`src/rtl/mem_line_fill.sv`:
```
// Critical-word-first cache line fill engine; first read MISS_LATENCY-1 cycles after accept, data one cycle later.
// Backpressure: req_ready only in IDLE, requests outside IDLE are dropped, no queuing.
module mem_line_fill #(
    parameter int          LINE_WORDS   = 4,
    parameter int          MISS_LATENCY = 16,
    parameter logic [31:0] START_ADRESS = 32'h00400000,
    parameter int          MP_WIDHT     = 8192
) (
    input  logic                          clk,
    input  logic                          reset_n,
    input  logic                          req_valid,
    output logic                          req_ready,
    input  logic [31:0]                   req_addr,
    output logic                          mem_ce_n,
    output logic [31:0]                   mem_addr,
    input  logic [31:0]                   mem_rdata,
    output logic                          fill_valid,
    output logic [31:0]                   fill_data,
    output logic [$clog2(LINE_WORDS)-1:0] fill_idx,
    output logic                          fill_last,
    output logic                          hold_o,
    output logic                          err
);
    localparam int IW  = $clog2(LINE_WORDS);
    localparam int OFS = IW + 2;
    localparam int CW  = $clog2(MISS_LATENCY + 1);
    localparam int NW  = IW + 1;

    localparam logic [32:0]   ADDR_LO  = {1'b0, START_ADRESS};
    localparam logic [32:0]   ADDR_HI  = ADDR_LO + 33'(4 * MP_WIDHT);
    localparam logic [CW-1:0] CNT_INIT = CW'(MISS_LATENCY - 2);

    localparam logic [1:0] S_IDLE  = 2'd0;
    localparam logic [1:0] S_WAIT  = 2'd1;
    localparam logic [1:0] S_BURST = 2'd2;
    localparam logic [1:0] S_ERR   = 2'd3;

    logic [1:0]    state_q, state_d;
    logic [CW-1:0] cnt_q, cnt_d;
    logic [31:0]   base_q, base_d;
    logic [IW-1:0] idx_q, idx_d;
    logic [NW-1:0] nrd_q, nrd_d;
    logic          fv_q, fv_d;
    logic [IW-1:0] fidx_q, fidx_d;
    logic          flast_q, flast_d;

    logic in_range;
    logic rd_active;
    logic rd_last;

    assign in_range = ({1'b0, req_addr} >= ADDR_LO) && ({1'b0, req_addr} < ADDR_HI);

    // The first read issues from WAIT in its final cycle so MISS_LATENCY=2 still needs a WAIT state.
    assign rd_active = ((state_q == S_WAIT) && (cnt_q == '0)) ||
                       ((state_q == S_BURST) && (nrd_q != NW'(LINE_WORDS)));
    assign rd_last   = (nrd_q == NW'(LINE_WORDS - 1));

    always_comb begin
        state_d = state_q;
        cnt_d   = cnt_q;
        base_d  = base_q;
        idx_d   = idx_q;
        nrd_d   = nrd_q;
        fv_d    = rd_active;
        fidx_d  = rd_active ? idx_q : '0;
        flast_d = rd_active && rd_last;

        if (rd_active) begin
            idx_d = idx_q + IW'(1);
            nrd_d = nrd_q + NW'(1);
        end

        case (state_q)
            S_IDLE: begin
                if (req_valid) begin
                    base_d  = {req_addr[31:OFS], {OFS{1'b0}}};
                    idx_d   = req_addr[OFS-1:2];
                    nrd_d   = '0;
                    cnt_d   = CNT_INIT;
                    state_d = in_range ? S_WAIT : S_ERR;
                end
            end
            S_WAIT: begin
                if (cnt_q == '0) begin
                    state_d = S_BURST;
                end else begin
                    cnt_d = cnt_q - CW'(1);
                end
            end
            S_BURST: begin
                if (flast_q) begin
                    state_d = S_IDLE;
                end
            end
            S_ERR:   state_d = S_IDLE;
            default: state_d = S_IDLE;
        endcase
    end

    always_ff @(posedge clk or negedge reset_n) begin
        if (!reset_n) begin
            state_q <= S_IDLE;
            cnt_q   <= '0;
            base_q  <= '0;
            idx_q   <= '0;
            nrd_q   <= '0;
            fv_q    <= 1'b0;
            fidx_q  <= '0;
            flast_q <= 1'b0;
        end else begin
            state_q <= state_d;
            cnt_q   <= cnt_d;
            base_q  <= base_d;
            idx_q   <= idx_d;
            nrd_q   <= nrd_d;
            fv_q    <= fv_d;
            fidx_q  <= fidx_d;
            flast_q <= flast_d;
        end
    end

    assign req_ready  = (state_q == S_IDLE) && reset_n;
    assign mem_ce_n   = ~rd_active;
    assign mem_addr   = rd_active ? (base_q | {{(30 - IW){1'b0}}, idx_q, 2'b00}) : 32'd0;
    assign fill_valid = fv_q;
    assign fill_data  = fv_q ? mem_rdata : 32'd0;
    assign fill_idx   = fidx_q;
    assign fill_last  = flast_q;
    assign hold_o     = (state_q != S_IDLE);
    assign err        = (state_q == S_ERR);

endmodule

```
`config.mk`:
```
export PLATFORM = sky130hd
export DESIGN_NAME = mem_line_fill
export DESIGN_NICKNAME = d
export VERILOG_FILES = /design/src/rtl/mem_line_fill.sv
export SDC_FILE = /design/constraint.sdc
export NUM_CORES = 1
export LEC_CHECK = 0
export BUFFER_PORTS_ARGS = -buffer_cell sky130_fd_sc_hd__buf_2
export CAP_MARGIN = 20
export CORE_MARGIN = 2
export CORE_UTILIZATION = 39
export CTS_CLUSTER_DIAMETER = 120
export DETAILED_ROUTE_END_ITERATION = 10
export PLACE_DENSITY = 0.74
export SYNTH_ARGS = -nofsm -noshare
export SYNTH_HDL_FRONTEND = slang
export SYNTH_SLANG_ARGS = --single-unit
```
`constraint.sdc`:
```
create_clock -name clk -period 1.8 [get_ports clk]
set_clock_uncertainty 0.15 [all_clocks]
set_input_delay 0.36 -clock clk [delete_from_list [all_inputs] [get_ports clk]]
set_output_delay 0.36 -clock clk [all_outputs]
set_load 0.01 [all_outputs]
```
==> impl_results.html, run 1 <==
<table>
<tr><th>Metric</th><th>Value</th></tr>
<tr><th colspan="2">Worst setup path</th></tr>
<tr><td>Critical path, cell by cell</td><td>inv_2 -&gt; ha_4 -&gt; nor4b_4 -&gt; a22oi_2 -&gt; buf_12 -&gt; buf_6 -&gt; inv_4 -&gt; ha_4 -&gt; buf_6</td></tr>
<tr><td>End of the worst register-to-register path</td><td>idx_q[1]$_DFF_PN0_</td></tr>
<tr><td>Kind of start point of the critical path</td><td>flop</td></tr>
<tr><td>Startpoint of the most critical register-to-register path</td><td>cnt_q[0]$_DFFE_PN0P_</td></tr>
<tr><td>Required time of the critical path</td><td>1.29 ns</td></tr>
<tr><td>Number of buffers and inverters on the critical path</td><td>5</td></tr>
<tr><td>CP max FO</td><td>5</td></tr>
<tr><td>Biggest cell delay along the critical path</td><td>0.37 ns</td></tr>
<tr><td>Reg2reg path depth</td><td>8</td></tr>
<tr><td>Worst path top cell family by delay</td><td>buffers and inverters</td></tr>
<tr><td>Critical-path top delay cell</td><td>sky130_fd_sc_hd__dfrtp_1</td></tr>
<tr><td>Arrival time at the worst endpoint</td><td>1.86 ns</td></tr>
<tr><td>Critical path class</td><td>flop to output port</td></tr>
<tr><td>Kind of capture point of the worst setup path</td><td>output port</td></tr>
<tr><td>Register-to-register setup slack</td><td>-0.18 ns</td></tr>
<tr><th colspan="2">Synth</th></tr>
<tr><td>Synthesis warning total</td><td>0</td></tr>
<tr><td>Cell type contributing the most total cell area after synthesis</td><td>sky130_fd_sc_hd__dfrtp_1</td></tr>
<tr><td>Instance count of the mapped netlist</td><td>270</td></tr>
<tr><td>Number of distinct library cell variants in the gate-level netlist after synthesis</td><td>32</td></tr>
<tr><td>Fraction of post-synthesis cell area in the top cell type by area</td><td>0.4724</td></tr>
<tr><td>Proportion of register bits with asynchronous set or reset after synthesis</td><td>1.000</td></tr>
<tr><td>Post-synthesis sequential area ratio</td><td>0.4724</td></tr>
<tr><td>Summed instance area of the synthesized netlist</td><td>2331 um^2</td></tr>
<tr><td>Number of enable flip-flop cells after synthesis</td><td>0</td></tr>
<tr><td>Most area-consuming cells after synthesis</td><td>sky130_fd_sc_hd__dfrtp_1 47%, sky130_fd_sc_hd__nand2_1 15%, sky130_fd_sc_hd__and2_1 9.4%, sky130_fd_sc_hd__nor2b_1 8.6%, sky130_fd_sc_hd__ha_1 3.2%</td></tr>
<tr><td>Most frequently used cell type in the post-synthesis netlist</td><td>sky130_fd_sc_hd__nand2_1</td></tr>
<tr><td>Average cell area after synthesis</td><td>8.633 um^2</td></tr>
<tr><td>Top flip-flop cell by instance count after synthesis</td><td>sky130_fd_sc_hd__dfrtp_1</td></tr>
<tr><td>Number of flip-flops and latches in the synthesized netlist</td><td>44</td></tr>
<tr><td>Top cell types by occurrence after synthesis</td><td>91 x sky130_fd_sc_hd__nand2_1, 44 x sky130_fd_sc_hd__dfrtp_1, 35 x sky130_fd_sc_hd__and2_1</td></tr>
<tr><th colspan="2">Floorplan</th></tr>
<tr><td>Die ar.</td><td>6611 um^2</td></tr>
<tr><td>Total core area</td><td>5851 um^2</td></tr>
<tr><td>Die boundary height</td><td>81.31 um</td></tr>
<tr><td>Number of top-level pins</td><td>139</td></tr>
<tr><td>Die Span X</td><td>81.31 um</td></tr>
<tr><td>Initial Util</td><td>0.3984</td></tr>
<tr><td>Row Count</td><td>28</td></tr>
<tr><th colspan="2">STA</th></tr>
<tr><td>Max Freq</td><td>0.4223 GHz</td></tr>
<tr><td>Setup repair after global routing missed its margin</td><td>true</td></tr>
<tr><td>Measured slew at the worst slew-check pin</td><td>0.5427 ns</td></tr>
<tr><td>Tcrit/Tclk final</td><td>1.316</td></tr>
<tr><td>Slew margin rel.</td><td>0.6382</td></tr>
<tr><td>Post-Route Setup TNS</td><td>-16.65 ns</td></tr>
<tr><td>Final Hold Fails</td><td>0</td></tr>
<tr><td>Period minus WS final</td><td>2.368 ns</td></tr>
<tr><td>Final setup margin</td><td>-0.5679 ns</td></tr>
<tr><td>Max-slew violation count</td><td>0</td></tr>
<tr><td>Endpoints failing setup</td><td>36</td></tr>
<tr><th colspan="2">Run</th></tr>
<tr><td>Max Cap Violations</td><td>0</td></tr>
<tr><th colspan="2">Detailed routing</th></tr>
<tr><td>Detailed Route WL</td><td>6759 um</td></tr>
<tr><td>DRC violations left</td><td>0</td></tr>
<tr><td>Routed length per instance</td><td>13.33 um</td></tr>
<tr><td>Detailed-routing iteration count for the pre-antenna-repair pass</td><td>6</td></tr>
<tr><td>Post-DR vias/cell</td><td>4.655</td></tr>
<tr><td>Remaining antenna violation count after routing</td><td>0</td></tr>
<tr><td>Overall via count from detail_route</td><td>2360</td></tr>
<tr><td>Violation count after the first detailed-routing iteration</td><td>93</td></tr>
<tr><th colspan="2">Finish</th></tr>
<tr><td>Non-filler instance count after layout</td><td>507</td></tr>
<tr><td>Final core occ</td><td>0.6811</td></tr>
<tr><td>Multi-input logic area</td><td>1378 um^2</td></tr>
<tr><td>Layout Nets</td><td>504</td></tr>
<tr><td>Diode count</td><td>0</td></tr>
<tr><td>Fraction of final layout cells sized beyond drive strength 1</td><td>0.5185</td></tr>
<tr><td>Area taken by flip-flops and latches</td><td>1105 um^2</td></tr>
<tr><td>Syn-to-layout area delta</td><td>70.96%</td></tr>
<tr><td>Fill count</td><td>451</td></tr>
<tr><th colspan="2">Clock network</th></tr>
<tr><td># clock sinks</td><td>44</td></tr>
<tr><td>H-tree depth</td><td>2</td></tr>
<tr><td>Clock buffer count from CTS</td><td>5</td></tr>
<tr><td>Clock network latency to the later pin of the worst-skew pair</td><td>0.29 ns</td></tr>
<tr><td>Hold-fix buffers, CTS</td><td>0</td></tr>
<tr><td>Max Buffers Root-to-Sink</td><td>2</td></tr>
<tr><td>Root buffer selected by CTS</td><td>sky130_fd_sc_hd__clkbuf_8</td></tr>
<tr><td>TritonCTS clock tree</td><td>yes</td></tr>
<tr><td>Post-CTS clock slew at the launch and capture registers of the worst setup and hold paths</td><td>0.09 ns</td></tr>
<tr><th colspan="2">Hold path</th></tr>
<tr><td>Path type of the worst min-delay path</td><td>primary input to asynchronous set/reset pin</td></tr>
<tr><th colspan="2">Power and ir drop</th></tr>
<tr><td>NetSw</td><td>2.309 mW</td></tr>
<tr><td>Pwr Density</td><td>1578 nW/um^2</td></tr>
<tr><td>Switching part of the total</td><td>0.3672</td></tr>
<tr><td>Relative contribution of combinational cells to total power</td><td>0.596</td></tr>
<tr><td>Sequential power share</td><td>0.279</td></tr>
<tr><td>Static leakage</td><td>2.139 nW</td></tr>
<tr><td>Share of total power in the clock network</td><td>0.125</td></tr>
<tr><td>Worst ir drop on vdd</td><td>0.0009110 V</td></tr>
<tr><td>Internal power</td><td>3.980 mW</td></tr>
<tr><th colspan="2">Global route</th></tr>
<tr><td>Largest net degree at the start of global routing</td><td>45</td></tr>
<tr><td>Antenna violations before repair</td><td>0</td></tr>
<tr><td>Wire length of the first global-routing pass</td><td>10360 um</td></tr>
<tr><td>Leftover overflow at the end of global routing</td><td>0</td></tr>
<tr><td>Via count of the first global-routing pass</td><td>2317</td></tr>
<tr><td>Overall routing resource usage</td><td>0.2065</td></tr>
<tr><th colspan="2">Placed design</th></tr>
<tr><td>Final weighted congestion of routability-driven global placement</td><td>0.8373</td></tr>
<tr><td>Half-perimeter wire length after placement</td><td>4859 um</td></tr>
<tr><td>DP Cell Count</td><td>487</td></tr>
<tr><td>Setup Slack @ Placement</td><td>-0.2773 ns</td></tr>
<tr><td>Quantity of I/O buffers inserted on ports</td><td>134</td></tr>
<tr><th colspan="2">Outcome</th></tr>
<tr><td>Outcome</td><td>finished with violations</td></tr>
<tr><td>Failing checks</td><td>negative setup slack</td></tr>
</table>
-- through the flow --
stage          instance area [um^2]  total power, mW  hold WS (ns)
2_1_floorplan                  2544            3.560      -0.08559
3_3_place_gp                   3407            4.492        0.3060
3_5_place_dp                   3407            4.595        0.3104
4_1_cts                        3901            6.164       0.02808
5_1_grt                        3985            6.758       0.07189
6_report                       3985            6.288       0.01453
-- logic make-up after synthesis --
logic type / count (synthesis) / synth area share
flops: 44 / 0.4724
mux: 2 / 0.008589
buf+inv: 25 / 0.05314
xor+xnor: 3 / 0.01127
simple gates: 180 / 0.3929
compound gates: 9 / 0.02791
fa+ha+maj: 6 / 0.03221
other cells: 1 / 0.001609
-- sequential cells by signal, summed over array words and instances, names as in the netlist --
register and flops:
fill_valid 1, idx_q 2, state_q 2, base_q 28, nrd_q 3, fill_last 1, fill_idx 2, cnt_q 5
-- worst register-to-register path: cells and delay by family, from the launching register on --
family	cells	cell delay [ns]
AND/OR/NAND/NOR	2	0.53
buffers and inverters	3	0.41
flip-flops	1	0.39
AO/OA/AOI/OAI	2	0.30
adder cells (fa/ha/maj)	1	0.13
-- what timing repair did --
action                                  in CTS  in global routing
resized for setup                           53                 15
endpoints found under the setup margin      70                 48
setup buffers                                6                  7
pin swaps                                    3                  7
cloned                                       2                  0
-- cell type report --
cell class,count,area share
clock buffer,6,0.02072
tap,75,0.02355
timing repair buffer,169,0.3140
sequential,44,0.2772
clock inverter,2,0.009733
multi-input combinational,202,0.3457
inverter,9,0.009105
-- per-layer routing --
metal,wire (um),track usage
met1,2425,0.2161
met2,3698,0.4000
met3,545,0.05333
met4,89,0.05932
met5,0,0
-- power by group through the flow --
stage	Clock [mW]	Combinational, mW	Sequential [mW]
2_1_floorplan	0	1.89	1.67
3_3_place_gp	0	2.77	1.73
3_5_place_dp	0	2.85	1.75
4_1_cts	0.804	3.61	1.75
5_1_grt	0.863	4.08	1.81
6_report	0.787	3.75	1.75
-- worst max path at each step --
stage | cells after the start | to | start | slack, ns
2_1_floorplan | 8 | mem_addr[2] | cnt_q[0]$_DFFE_PN0P_ | -0.12
3_3_place_gp | 7 | mem_addr[4] | cnt_q[1]$_DFFE_PN0P_ | -0.23
3_5_place_dp | 7 | mem_addr[31] | cnt_q[1]$_DFFE_PN0P_ | -0.28
4_1_cts | 9 | mem_addr[2] | cnt_q[0]$_DFFE_PN0P_ | -0.55
5_1_grt | 9 | mem_addr[2] | cnt_q[1]$_DFFE_PN0P_ | -0.67
6_report | 9 | mem_addr[2] | cnt_q[1]$_DFFE_PN0P_ | -0.57
-- cells in the final DEF (no fill, tap or decap), types with 2 or more instances in the layout --
master	count
sky130_fd_sc_hd__and2_1	34
sky130_fd_sc_hd__buf_12	3
sky130_fd_sc_hd__buf_16	3
sky130_fd_sc_hd__buf_2	103
sky130_fd_sc_hd__buf_4	23
sky130_fd_sc_hd__buf_6	36
sky130_fd_sc_hd__clkbuf_8	6
sky130_fd_sc_hd__conb_1	2
sky130_fd_sc_hd__dfrtp_1	43
sky130_fd_sc_hd__ha_1	4
sky130_fd_sc_hd__ha_4	2
sky130_fd_sc_hd__inv_1	6
sky130_fd_sc_hd__inv_2	2
sky130_fd_sc_hd__nand2_1	90
sky130_fd_sc_hd__nand2_2	2
sky130_fd_sc_hd__nand3_1	3
sky130_fd_sc_hd__nor2_1	5
sky130_fd_sc_hd__nor2b_1	3
sky130_fd_sc_hd__nor2b_4	28
sky130_fd_sc_hd__nor4_1	3
sky130_fd_sc_hd__o21ai_0	4
sky130_fd_sc_hd__xor2_1	2
(Power assumes the default switching activity.)
==> run 2, diff against run 1 <==
Settings changed: RECOVER_POWER set to 100.
==> run 2 against run 1 <==
First-iteration DRC count fell by 2.2%. Worst hold slack improved by 0.089 ns. Cell area fell by 0.47%. Critical path depth did not move. The run still ends with negative setup slack left. Via count barely moved. Non-clock buffer count did not move.
==> impl_results.html, run 2 (synthesized netlist as in run 1, its figures left out) <==
<table>
<tr><th>Metric</th><th>Value</th></tr>
<tr><th colspan="2">STA</th></tr>
<tr><td>Max-slew violation count</td><td>0</td></tr>
<tr><td>Slew margin rel.</td><td>0.2849</td></tr>
<tr><td>Tcrit/Tclk final</td><td>1.318</td></tr>
<tr><td>Final setup margin</td><td>-0.5727 ns</td></tr>
<tr><td>Max Freq</td><td>0.4215 GHz</td></tr>
<tr><td>Measured slew at the worst slew-check pin</td><td>1.073 ns</td></tr>
<tr><td>Setup repair after global routing missed its margin</td><td>true</td></tr>
<tr><td>Fin Hold WS</td><td>0.1033 ns</td></tr>
<tr><td>Endpoints failing setup</td><td>51</td></tr>
<tr><td>Final Hold Fails</td><td>0</td></tr>
<tr><td>Period minus WS final</td><td>2.373 ns</td></tr>
<tr><th colspan="2">Floorplan</th></tr>
<tr><td>Die boundary height</td><td>81.31 um</td></tr>
<tr><td>Die Span X</td><td>81.31 um</td></tr>
<tr><td>Number of top-level pins</td><td>139</td></tr>
<tr><td>Row Count</td><td>28</td></tr>
<tr><td>Total core area</td><td>5851 um^2</td></tr>
<tr><td>Initial Util</td><td>0.3984</td></tr>
<tr><td>Die ar.</td><td>6611 um^2</td></tr>
<tr><th colspan="2">Finish</th></tr>
<tr><td>Syn-to-layout area delta</td><td>70.16%</td></tr>
<tr><td>Fraction of final layout cells sized beyond drive strength 1</td><td>0.5023</td></tr>
<tr><td>Number of flip-flops in the largest register</td><td>28</td></tr>
<tr><td>Top reg by flops</td><td>base_q</td></tr>
<tr><td>Diode count</td><td>0</td></tr>
<tr><td>Commonest non-fill, non-tap cells in the layout</td><td>99 x sky130_fd_sc_hd__buf_2, 91 x sky130_fd_sc_hd__nand2_1, 43 x sky130_fd_sc_hd__dfrtp_1</td></tr>
<tr><td>Most frequent standard cell in the layout excluding fill and tap cells</td><td>sky130_fd_sc_hd__buf_2</td></tr>
<tr><td>Layout Nets</td><td>504</td></tr>
<tr><td>Non-filler instance count after layout</td><td>507</td></tr>
<tr><td>Largest regs</td><td>base_q (28), cnt_q (5), nrd_q (3)</td></tr>
<tr><th colspan="2">Global route</th></tr>
<tr><td>Overall routing resource usage</td><td>0.2065</td></tr>
<tr><td>Via count of the first global-routing pass</td><td>2317</td></tr>
<tr><td>Wire length of the first global-routing pass</td><td>10360 um</td></tr>
<tr><td>Grt met3 use</td><td>0.05333</td></tr>
<tr><td>Largest net degree at the start of global routing</td><td>45</td></tr>
<tr><td>Antenna violations before repair</td><td>0</td></tr>
<tr><td>Leftover overflow at the end of global routing</td><td>0</td></tr>
<tr><td>Global-route met1 utilization</td><td>0.2161</td></tr>
<tr><td>Most crowded layer after global routing</td><td>met2</td></tr>
<tr><td>Met2 routing resource usage after global routing</td><td>0.4000</td></tr>
<tr><th colspan="2">Power and ir drop</th></tr>
<tr><td>Switching part of the total</td><td>0.3675</td></tr>
<tr><td>Internal power</td><td>3.954 mW</td></tr>
<tr><td>Relative contribution of combinational cells to total power</td><td>0.594</td></tr>
<tr><td>Pwr Density</td><td>1576 nW/um^2</td></tr>
<tr><td>NetSw</td><td>2.298 mW</td></tr>
<tr><td>Sequential power share</td><td>0.281</td></tr>
<tr><td>Share of total power in the clock network</td><td>0.126</td></tr>
<tr><td>Static leakage</td><td>2.118 nW</td></tr>
<tr><td>Worst ir drop on vdd</td><td>0.0009102 V</td></tr>
<tr><th colspan="2">Clock network</th></tr>
<tr><td>Hold-fix buffers, CTS</td><td>0</td></tr>
<tr><td>Clock network latency to the later pin of the worst-skew pair</td><td>0.29 ns</td></tr>
<tr><td>TritonCTS clock tree</td><td>yes</td></tr>
<tr><td>Post-CTS clock slew at the launch and capture registers of the worst setup and hold paths</td><td>0.09 ns</td></tr>
<tr><td># clock sinks</td><td>44</td></tr>
<tr><td>Clock buffer count from CTS</td><td>5</td></tr>
<tr><td>Root buffer selected by CTS</td><td>sky130_fd_sc_hd__clkbuf_8</td></tr>
<tr><td>H-tree depth</td><td>2</td></tr>
<tr><td>Max Buffers Root-to-Sink</td><td>2</td></tr>
<tr><th colspan="2">Worst setup path</th></tr>
<tr><td>Critical path class</td><td>flop to output port</td></tr>
<tr><td>Number of buffers and inverters on the critical path</td><td>5</td></tr>
<tr><td>CP max FO</td><td>5</td></tr>
<tr><td>Required time of the critical path</td><td>1.29 ns</td></tr>
<tr><td>Arrival time at the worst endpoint</td><td>1.86 ns</td></tr>
<tr><td>Critical path, cell by cell</td><td>inv_2 -&gt; ha_4 -&gt; nor4b_4 -&gt; a22oi_2 -&gt; buf_12 -&gt; buf_6 -&gt; inv_4 -&gt; ha_4 -&gt; buf_6</td></tr>
<tr><td>Worst path top cell family by delay</td><td>buffers and inverters</td></tr>
<tr><td>Biggest cell delay along the critical path</td><td>0.37 ns</td></tr>
<tr><td>Critical-path top delay cell</td><td>sky130_fd_sc_hd__dfrtp_1</td></tr>
<tr><td>Kind of start point of the critical path</td><td>flop</td></tr>
<tr><td>Kind of capture point of the worst setup path</td><td>output port</td></tr>
<tr><th colspan="2">Hold path</th></tr>
<tr><td>Path type of the worst min-delay path</td><td>primary input to flop</td></tr>
<tr><th colspan="2">Detailed routing</th></tr>
<tr><td>DRC violations left</td><td>0</td></tr>
<tr><td>Detailed Route WL</td><td>6786 um</td></tr>
<tr><td>Routed length per instance</td><td>13.38 um</td></tr>
<tr><td>Detailed-routing iteration count for the pre-antenna-repair pass</td><td>4</td></tr>
<tr><td>Post-DR vias/cell</td><td>4.653</td></tr>
<tr><td>Remaining antenna violation count after routing</td><td>0</td></tr>
<tr><td>Overall via count from detail_route</td><td>2359</td></tr>
<tr><td>Violation count after the first detailed-routing iteration</td><td>91</td></tr>
<tr><th colspan="2">Run</th></tr>
<tr><td>Max Cap Violations</td><td>0</td></tr>
<tr><th colspan="2">Placed design</th></tr>
<tr><td>Half-perimeter wire length after placement</td><td>4859 um</td></tr>
<tr><td>Final weighted congestion of routability-driven global placement</td><td>0.8373</td></tr>
<tr><td>DP Cell Count</td><td>487</td></tr>
<tr><td>Quantity of I/O buffers inserted on ports</td><td>134</td></tr>
<tr><th colspan="2">Outcome</th></tr>
<tr><td>Outcome</td><td>finished with violations</td></tr>
<tr><td>Failing checks</td><td>negative setup slack</td></tr>
</table>
run 2: final timing paths:
path	endpoint	from	slack, ns	cells after the start
min reg2reg	base_q[4]$_DFFE_PN0P_	base_q[4]$_DFFE_PN0P_	0.33	2
max in group asynchronous	fill_valid$_DFF_PN0_	reset_n	0.44	2
min	base_q[10]$_DFFE_PN0P_	req_addr[10]	0.10	3
max reg2reg	idx_q[1]$_DFF_PN0_	cnt_q[0]$_DFFE_PN0P_	-0.19	8
min in group asynchronous	base_q[19]$_DFFE_PN0P_	reset_n	0.27	2
max	mem_addr[2]	cnt_q[1]$_DFFE_PN0P_	-0.57	9
run 2: final cells by class:
| type | count | area, um^2 |
|---|---|---|
| clock inverters | 2 | 38.79 |
| clock buffers | 6 | 82.58 |
| repair buffers | 169 | 1242 |
| multi-input cells | 202 | 1368 |
| well taps | 75 | 93.84 |
| fillers | 458 | 1884 |
| inverters | 9 | 36.28 |
| flip-flops and latches | 44 | 1105 |
run 2: worst reg2reg max path, cell delays in order, from the launching register on:
cell	delay (ns)
sky130_fd_sc_hd__dfrtp_1	0.39
sky130_fd_sc_hd__inv_2	0.09
sky130_fd_sc_hd__ha_4	0.13
sky130_fd_sc_hd__nor4b_4	0.23
sky130_fd_sc_hd__a22oi_2	0.16
sky130_fd_sc_hd__buf_12	0.17
sky130_fd_sc_hd__buf_4	0.15
sky130_fd_sc_hd__or3_1	0.30
sky130_fd_sc_hd__a31oi_1	0.14
run 2: metrics by stage:
| stage | area, um^2 | setup TNS (ns) | worst slack, ns | total power, mW | utilization |
|---|---|---|---|---|---|
| after floorplan | 2544 | -2.615 | -0.1192 | 3.560 | - |
| after global placement | 3407 | -6.886 | -0.2301 | 4.492 | 0.5823 |
| after detailed placement | 3407 | -8.036 | -0.2773 | 4.595 | 0.5823 |
| after CTS | 3901 | -16.12 | -0.5542 | 6.164 | 0.6668 |
| after global routing | 3966 | -26.81 | -0.6742 | 6.717 | 0.6779 |
| final | 3966 | -17.13 | -0.5727 | 6.252 | 0.6779 |
run 2: power groups by stage:
stage / registers (mW) / clock network (mW) / logic, mW
after global routing: 1.81 / 0.863 / 4.04
after floorplan: 1.67 / 0 / 1.89
after CTS: 1.75 / 0.804 / 3.61
after detailed placement: 1.75 / 0 / 2.85
final: 1.75 / 0.786 / 3.71
after global placement: 1.73 / 0 / 2.77
run 2: timing repair:
| action | CTS | global route |
|---|---|---|
| endpoints found under the setup margin | 70 | 48 |
| pin swaps | 3 | 7 |
| buffers inserted | 6 | 7 |
| gates cloned | 2 | 0 |
| gates resized for setup | 53 | 15 |
run 2: routing by layer:
metal | part of all wire | up-vias
li1 | - | 1155
met1 | 0.37 | 1086
met2 | 0.55 | 108
met3 | 0.075 | 10
met4 | 0.013 | 0
met5 | 0 | -
